[config.mk]
export PLATFORM = sky130hd
export DESIGN_NAME = hex_scan_scheduler
export DESIGN_NICKNAME = d
export VERILOG_FILES = /design/src/rtl/hex_scan_scheduler.sv
export SDC_FILE = /design/constraint.sdc
export NUM_CORES = 1
export LEC_CHECK = 0
export BUFFER_PORTS_ARGS = -buffer_cell sky130_fd_sc_hd__buf_4
export CELL_PAD_IN_SITES_DETAIL_PLACEMENT = 1
export CELL_PAD_IN_SITES_GLOBAL_PLACEMENT = 2
export CORE_MARGIN = 2
export CORE_UTILIZATION = 36
export DETAILED_ROUTE_END_ITERATION = 12
export PLACE_DENSITY = 0.86
export SYNTH_ARGS = -nofsm -noshare
export SYNTH_HDL_FRONTEND = slang
export SYNTH_SLANG_ARGS = --single-unit
[constraint.sdc]
create_clock -name clk -period 1.85 [get_ports clk]
set_clock_uncertainty 0.05 [all_clocks]
set_input_delay 0.185 -clock clk [delete_from_list [all_inputs] [get_ports clk]]
set_output_delay 0.185 -clock clk [all_outputs]
set_load 0.005 [all_outputs]
[src/rtl/hex_scan_scheduler.sv]
// rtl/hex_scan_scheduler.sv - four-digit multiplexed hex display scan scheduler with frame-synchronous shadow load.
// Optional macro LEADING_ZERO_BLANK_EN: keep leading zero digits (n>0, no point) dark.
module hex_scan_scheduler #(
  parameter int DRIVE_CYCLES = 50000,
  parameter int GAP_CYCLES   = 500
) (
  input  logic        clk,
  input  logic        rst,
  input  logic        enable,
  input  logic        load_valid,
  output logic        load_ready,
  input  logic [15:0] load_value,
  input  logic [3:0]  load_points,
  output logic [3:0]  bin,
  output logic        point,
  output logic [3:0]  dig_sel,
  output logic        frame_tick
);

  typedef enum logic [1:0] {PARK, DRIVE, GAP} state_t;

  localparam logic [19:0] DRIVE_LAST = 20'(DRIVE_CYCLES - 1);
  localparam logic [19:0] GAP_LAST   = 20'(GAP_CYCLES - 1);

  state_t      state_q, state_d;
  logic [1:0]  idx_q, idx_d;
  logic [19:0] cnt_q, cnt_d;
  logic [15:0] disp_val_q, disp_val_d;
  logic [3:0]  disp_pts_q, disp_pts_d;
  logic [15:0] sh_val_q, sh_val_d;
  logic [3:0]  sh_pts_q, sh_pts_d;
  logic        pend_q, pend_d;
  logic        init_q;
  logic        accept;
  logic        blank;

  assign load_ready = init_q & ~pend_q;
  assign accept     = load_valid & load_ready;
  assign bin        = disp_val_q[{idx_q, 2'b00} +: 4];
  assign point      = disp_pts_q[idx_q];

`ifdef LEADING_ZERO_BLANK_EN
  logic [15:0] upper;
  assign upper = disp_val_q >> {idx_q, 2'b00};
  assign blank = (idx_q != 2'd0) && (upper == 16'h0000) && !disp_pts_q[idx_q];
`else
  assign blank = 1'b0;
`endif

  always_comb begin
    state_d    = state_q;
    idx_d      = idx_q;
    cnt_d      = cnt_q;
    disp_val_d = disp_val_q;
    disp_pts_d = disp_pts_q;
    sh_val_d   = sh_val_q;
    sh_pts_d   = sh_pts_q;
    pend_d     = pend_q;
    frame_tick = 1'b0;
    dig_sel    = 4'b1111;
    case (state_q)
      PARK: begin
        if (enable) begin
          state_d = DRIVE;
          idx_d   = 2'd0;
          cnt_d   = 20'd0;
        end
      end
      DRIVE: begin
        dig_sel = blank ? 4'b1111 : ~(4'b0001 << idx_q);
        if (!enable) begin
          state_d = PARK;
          cnt_d   = 20'd0;
        end else if (cnt_q == DRIVE_LAST) begin
          state_d = GAP;
          cnt_d   = 20'd0;
        end else begin
          cnt_d = cnt_q + 20'd1;
        end
      end
      GAP: begin
        if (!enable) begin
          state_d = PARK;
          cnt_d   = 20'd0;
        end else if (cnt_q == GAP_LAST) begin
          state_d    = DRIVE;
          cnt_d      = 20'd0;
          idx_d      = idx_q + 2'd1;
          frame_tick = (idx_q == 2'd3);
        end else begin
          cnt_d = cnt_q + 20'd1;
        end
      end
      default: state_d = PARK;
    endcase
    // Only a value already pending moves; a same-cycle handshake waits a frame.
    if (pend_q && (state_q == PARK || frame_tick)) begin
      disp_val_d = sh_val_q;
      disp_pts_d = sh_pts_q;
      pend_d     = 1'b0;
    end
    if (accept) begin
      sh_val_d = load_value;
      sh_pts_d = load_points;
      pend_d   = 1'b1;
    end
  end

  always_ff @(posedge clk or posedge rst) begin
    if (rst) begin
      state_q    <= PARK;
      idx_q      <= 2'd0;
      cnt_q      <= 20'd0;
      disp_val_q <= 16'h0000;
      disp_pts_q <= 4'b0000;
      sh_val_q   <= 16'h0000;
      sh_pts_q   <= 4'b0000;
      pend_q     <= 1'b0;
      init_q     <= 1'b0;
    end else begin
      state_q    <= state_d;
      idx_q      <= idx_d;
      cnt_q      <= cnt_d;
      disp_val_q <= disp_val_d;
      disp_pts_q <= disp_pts_d;
      sh_val_q   <= sh_val_d;
      sh_pts_q   <= sh_pts_d;
      pend_q     <= pend_d;
      init_q     <= 1'b1;
    end
  end

endmodule
==> results.md <==
- Critical path startpoint: cnt_q[19]
- Violated checks: negative setup slack
- PwrDens: between 1000 and 1500 nW/um^2
- Worst vdd ir: just over 0.0005 V
- Share of layout cells above drive strength 1: a little over half
- Adder-Cell Fraction of Synth Area: around 3.8%
- CP arrival: ~2.2 ns
- Most frequent cells in the layout: buf_4, dfrtp_1, mux2_2
- Clock buffer depth: 2
- Worst min path class: in2reg
- R2R cell count: 7
- H-tree Lvls: 3
- Final Hold Fails: 0
- GRT Util Overall: between 15 and 20%
- Min Tclk post-route: about 2.0 ns
- Largest net degree at the start of global routing: 67
- Design area: between 4000 and 5000 sq um
- Die Y-Extent: 99.3 um
- # diodes: 0
- R2R setup slack: -0.15 ns
- Placed Area: roughly 3900 sq um
- CP required: 2.03 ns
- Die area: 9860 sq um
- Routability cong.: between 0.7 and 0.8
- Fill cell count: ~930
- Detailed Route Iter0 Violations: just under 80
- Post-synthesis xor/xnor area fraction: 4.29%
- Syn nets: 304
- Distinct cells, synth: 45
- IO Count: 35
- FF+latch count, synth: between 60 and 70
- Count of final setup violators: a little over 40
- Ys Warns: 0
- Nets: roughly 380
- Fmax: between 400 and 500 MHz
- Layout Cells excl Fill: 460
- Core Area: between 8000 and 9000 sq um
- Initial core utilization: 37.3%
- Via count: roughly 2,400
- Cell taking the most area after synthesis: dfrtp_1
- Overflow after GRT: 0
- P&R area growth vs syn: 36.9%
- Crit path kind: reg2reg
- FF-to-FF End: disp_val_q[11]
- Compound-Gate Fraction of Synth Area: about 4.2%
- Mapped cell area: between 3000 and 4000 sq um
- Yosys top cell area share: around 51%
- Routed Antenna Nets: 0
- Worst reg2reg path startpoint: cnt_q[19]
- Sw Share: about 31%
- Combinational share of power: between 30% and 40%
- Max-cap viol count: 0
- Placement Setup Slack: -0.131 ns
- Pins over their slew limit: 0
- DRC violations left: 0
- Placed Cells: about 440
- Row Count: 34
- Clock Power Share: between 20% and 30%
- Port Buffers: 34
- Startpoint class of the critical path: flop
- CTS buffer count: 9
- Syn Area/Cell: ~12 sq um
- Clk_lat worst skew: between 0.3 and 0.4 ns
- Share of power burned in registers: about two fifths
- First-pass GRT wire length: ~13,000 um
- Ys flop type: dfrtp_1
- CTS root buffer: clkbuf_8
- Avg WL per Cell: roughly 18 um
- Int Pwr: 3.75 mW
- Pleak: around 2 nW
- CTS tree: built
- Post-DP HPWL: 5130 um
- Vias in the first global route: around 2,600
- Synth area leaders: dfrtp_1, mux2_2, xnor2_1, ha_1, mux4_2
- Setup crit end: disp_val_q[11]
- Mux cell area share after synthesis: between 10% and 20%
- Nature of the critical path endpoint: flop
- Routed WL: 8070 um
- Post-synth ARST share: 100%
- Outcome: finished, violations left
- Post-Syn Instances: 270
- Unrepaired setup endpoints after global routing: yes
- Initial antenna violation count: 0
- Commonest non-fill, non-tap cell in the layout: buf_4
- Fin worst setup slack: -0.154 ns
- Clk slew on worst S/H paths: 0.08 ns
- TritonRoute pass-1 iters: 4
- Die width: a little under 100 um
- Sequential share of the synthesized area: between 50% and 60%
- Post-synth EDFFs: 0
- Clock Sink Count: between 60 and 70
- Switching power: ~1.7 mW
- CP max FO: 20
- Main combinational cell family by area after synthesis: multiplexers
- Via density: 5.13
- Simple-Gate Fraction of Synth Area: about 15%
- Fin crit share: 108%
## power groups by stage
stage	Sequential, mW	Combinational [mW]	Clock (mW)
after floorplan	2.08	1.16	0
after global placement	2.14	1.59	0
after detailed placement	2.18	1.65	0
after CTS	2.16	1.90	1.41
after global routing	2.22	2.02	1.48
final	2.15	1.87	1.39
## synthesized netlist by cell type (all sizes together) (4+ instances only)
| cell | count |
|---|---|
| nand2 | 18 |
| nor2 | 22 |
| nor2b | 4 |
| mux4 | 5 |
| xnor2 | 16 |
| nand4 | 4 |
| dfrtp | 66 |
| nor3 | 8 |
| buf | 6 |
| and3 | 4 |
| ha | 10 |
| nand3 | 8 |
| mux2 | 40 |
| nor4 | 9 |
| clkbuf | 7 |
| inv | 13 |
| o21ai | 8 |
## per-stage QoR
stage | power (mW) | utilization [%] | hold slack, ns | setup TNS, ns
2_1_floorplan | 3.25 | - | 0.279 | -0.455
3_3_place_gp | 3.73 | 44.4 | 0.260 | -2.41
3_5_place_dp | 3.84 | 44.4 | 0.265 | -4.07
4_1_cts | 5.47 | 48.5 | 0.000134 | -3.27
5_1_grt | 5.72 | 51.1 | 0.00560 | -10.46
6_report | 5.41 | 51.1 | 0.0108 | -4.42
## logic make-up (layout without fill, tap and decap cells)
kind of cell | Yosys count | after routing
AO/OA/AOI/OAI | 19 | 19
XOR/XNOR | 16 | 16
adder cells (fa/ha/maj) | 10 | 10
buffers and inverters | 26 | 108
flip-flops | 66 | 66
multiplexers | 45 | 45
other | 1 | 1
AND/OR/NAND/NOR | 87 | 87
## worst max-delay path: stages, from the launching register on
cell,delay (ns)
dfrtp_1,0.41
nor4_4,0.38
nand4_1,0.20
nor3_2,0.18
buf_4,0.15
o21ai_4,0.05
buf_12,0.16
mux2_4,0.29
## repair_timing
item	4_1_cts	5_1_grt
hold buffers	1	0
setup endpoints to repair	44	46
cloned	1	0
resized for setup	16	57
buffers inserted	7	2
pin swaps	5	18
hold endpoints to repair	66	0
## flip-flops by register name (all words and copies together) (netlist names)
name	cells
idx_q	2
cnt_q	20
pend_q	1
init_q	1
sh_val_q	16
disp_pts_q	4
state_q	2
sh_pts_q	4
disp_val_q	16
## layer usage
layer	routed length, um	track usage [%]
met1	3390	20.8
met5	0	0
met4	123	5.37
met2	4310	28.4
met3	240	3.44
## worst min-delay path by stage
stage / from / end / slack [ns] / cells past startpoint
6_report: load_points[1] / sh_pts_q[1] / 0.01 / 2
5_1_grt: load_value[0] / sh_val_q[0] / 0.006 / 2
4_1_cts: load_points[1] / sh_pts_q[1] / 0.0001 / 2
3_5_place_dp: rst / sh_val_q[14] / 0.26 / 3
3_3_place_gp: rst / sh_val_q[14] / 0.26 / 3
2_1_floorplan: rst / cnt_q[0] / 0.28 / 1
## layout make-up
class / count / area, sq um / share of cell area (%)
Tap cell: 108 / 135 / 3.02
Clock inverter: 6 / 90.1 / 2.01
Timing Repair Buffer: 79 / 658 / 14.7
Inverter: 13 / 52.6 / 1.17
Clock buffer: 10 / 138 / 3.08
Sequential cell: 66 / 1650 / 36.9
Multi-Input combinational cell: 178 / 1750 / 39.1
Note: power is estimated with default switching activity, not from simulation.
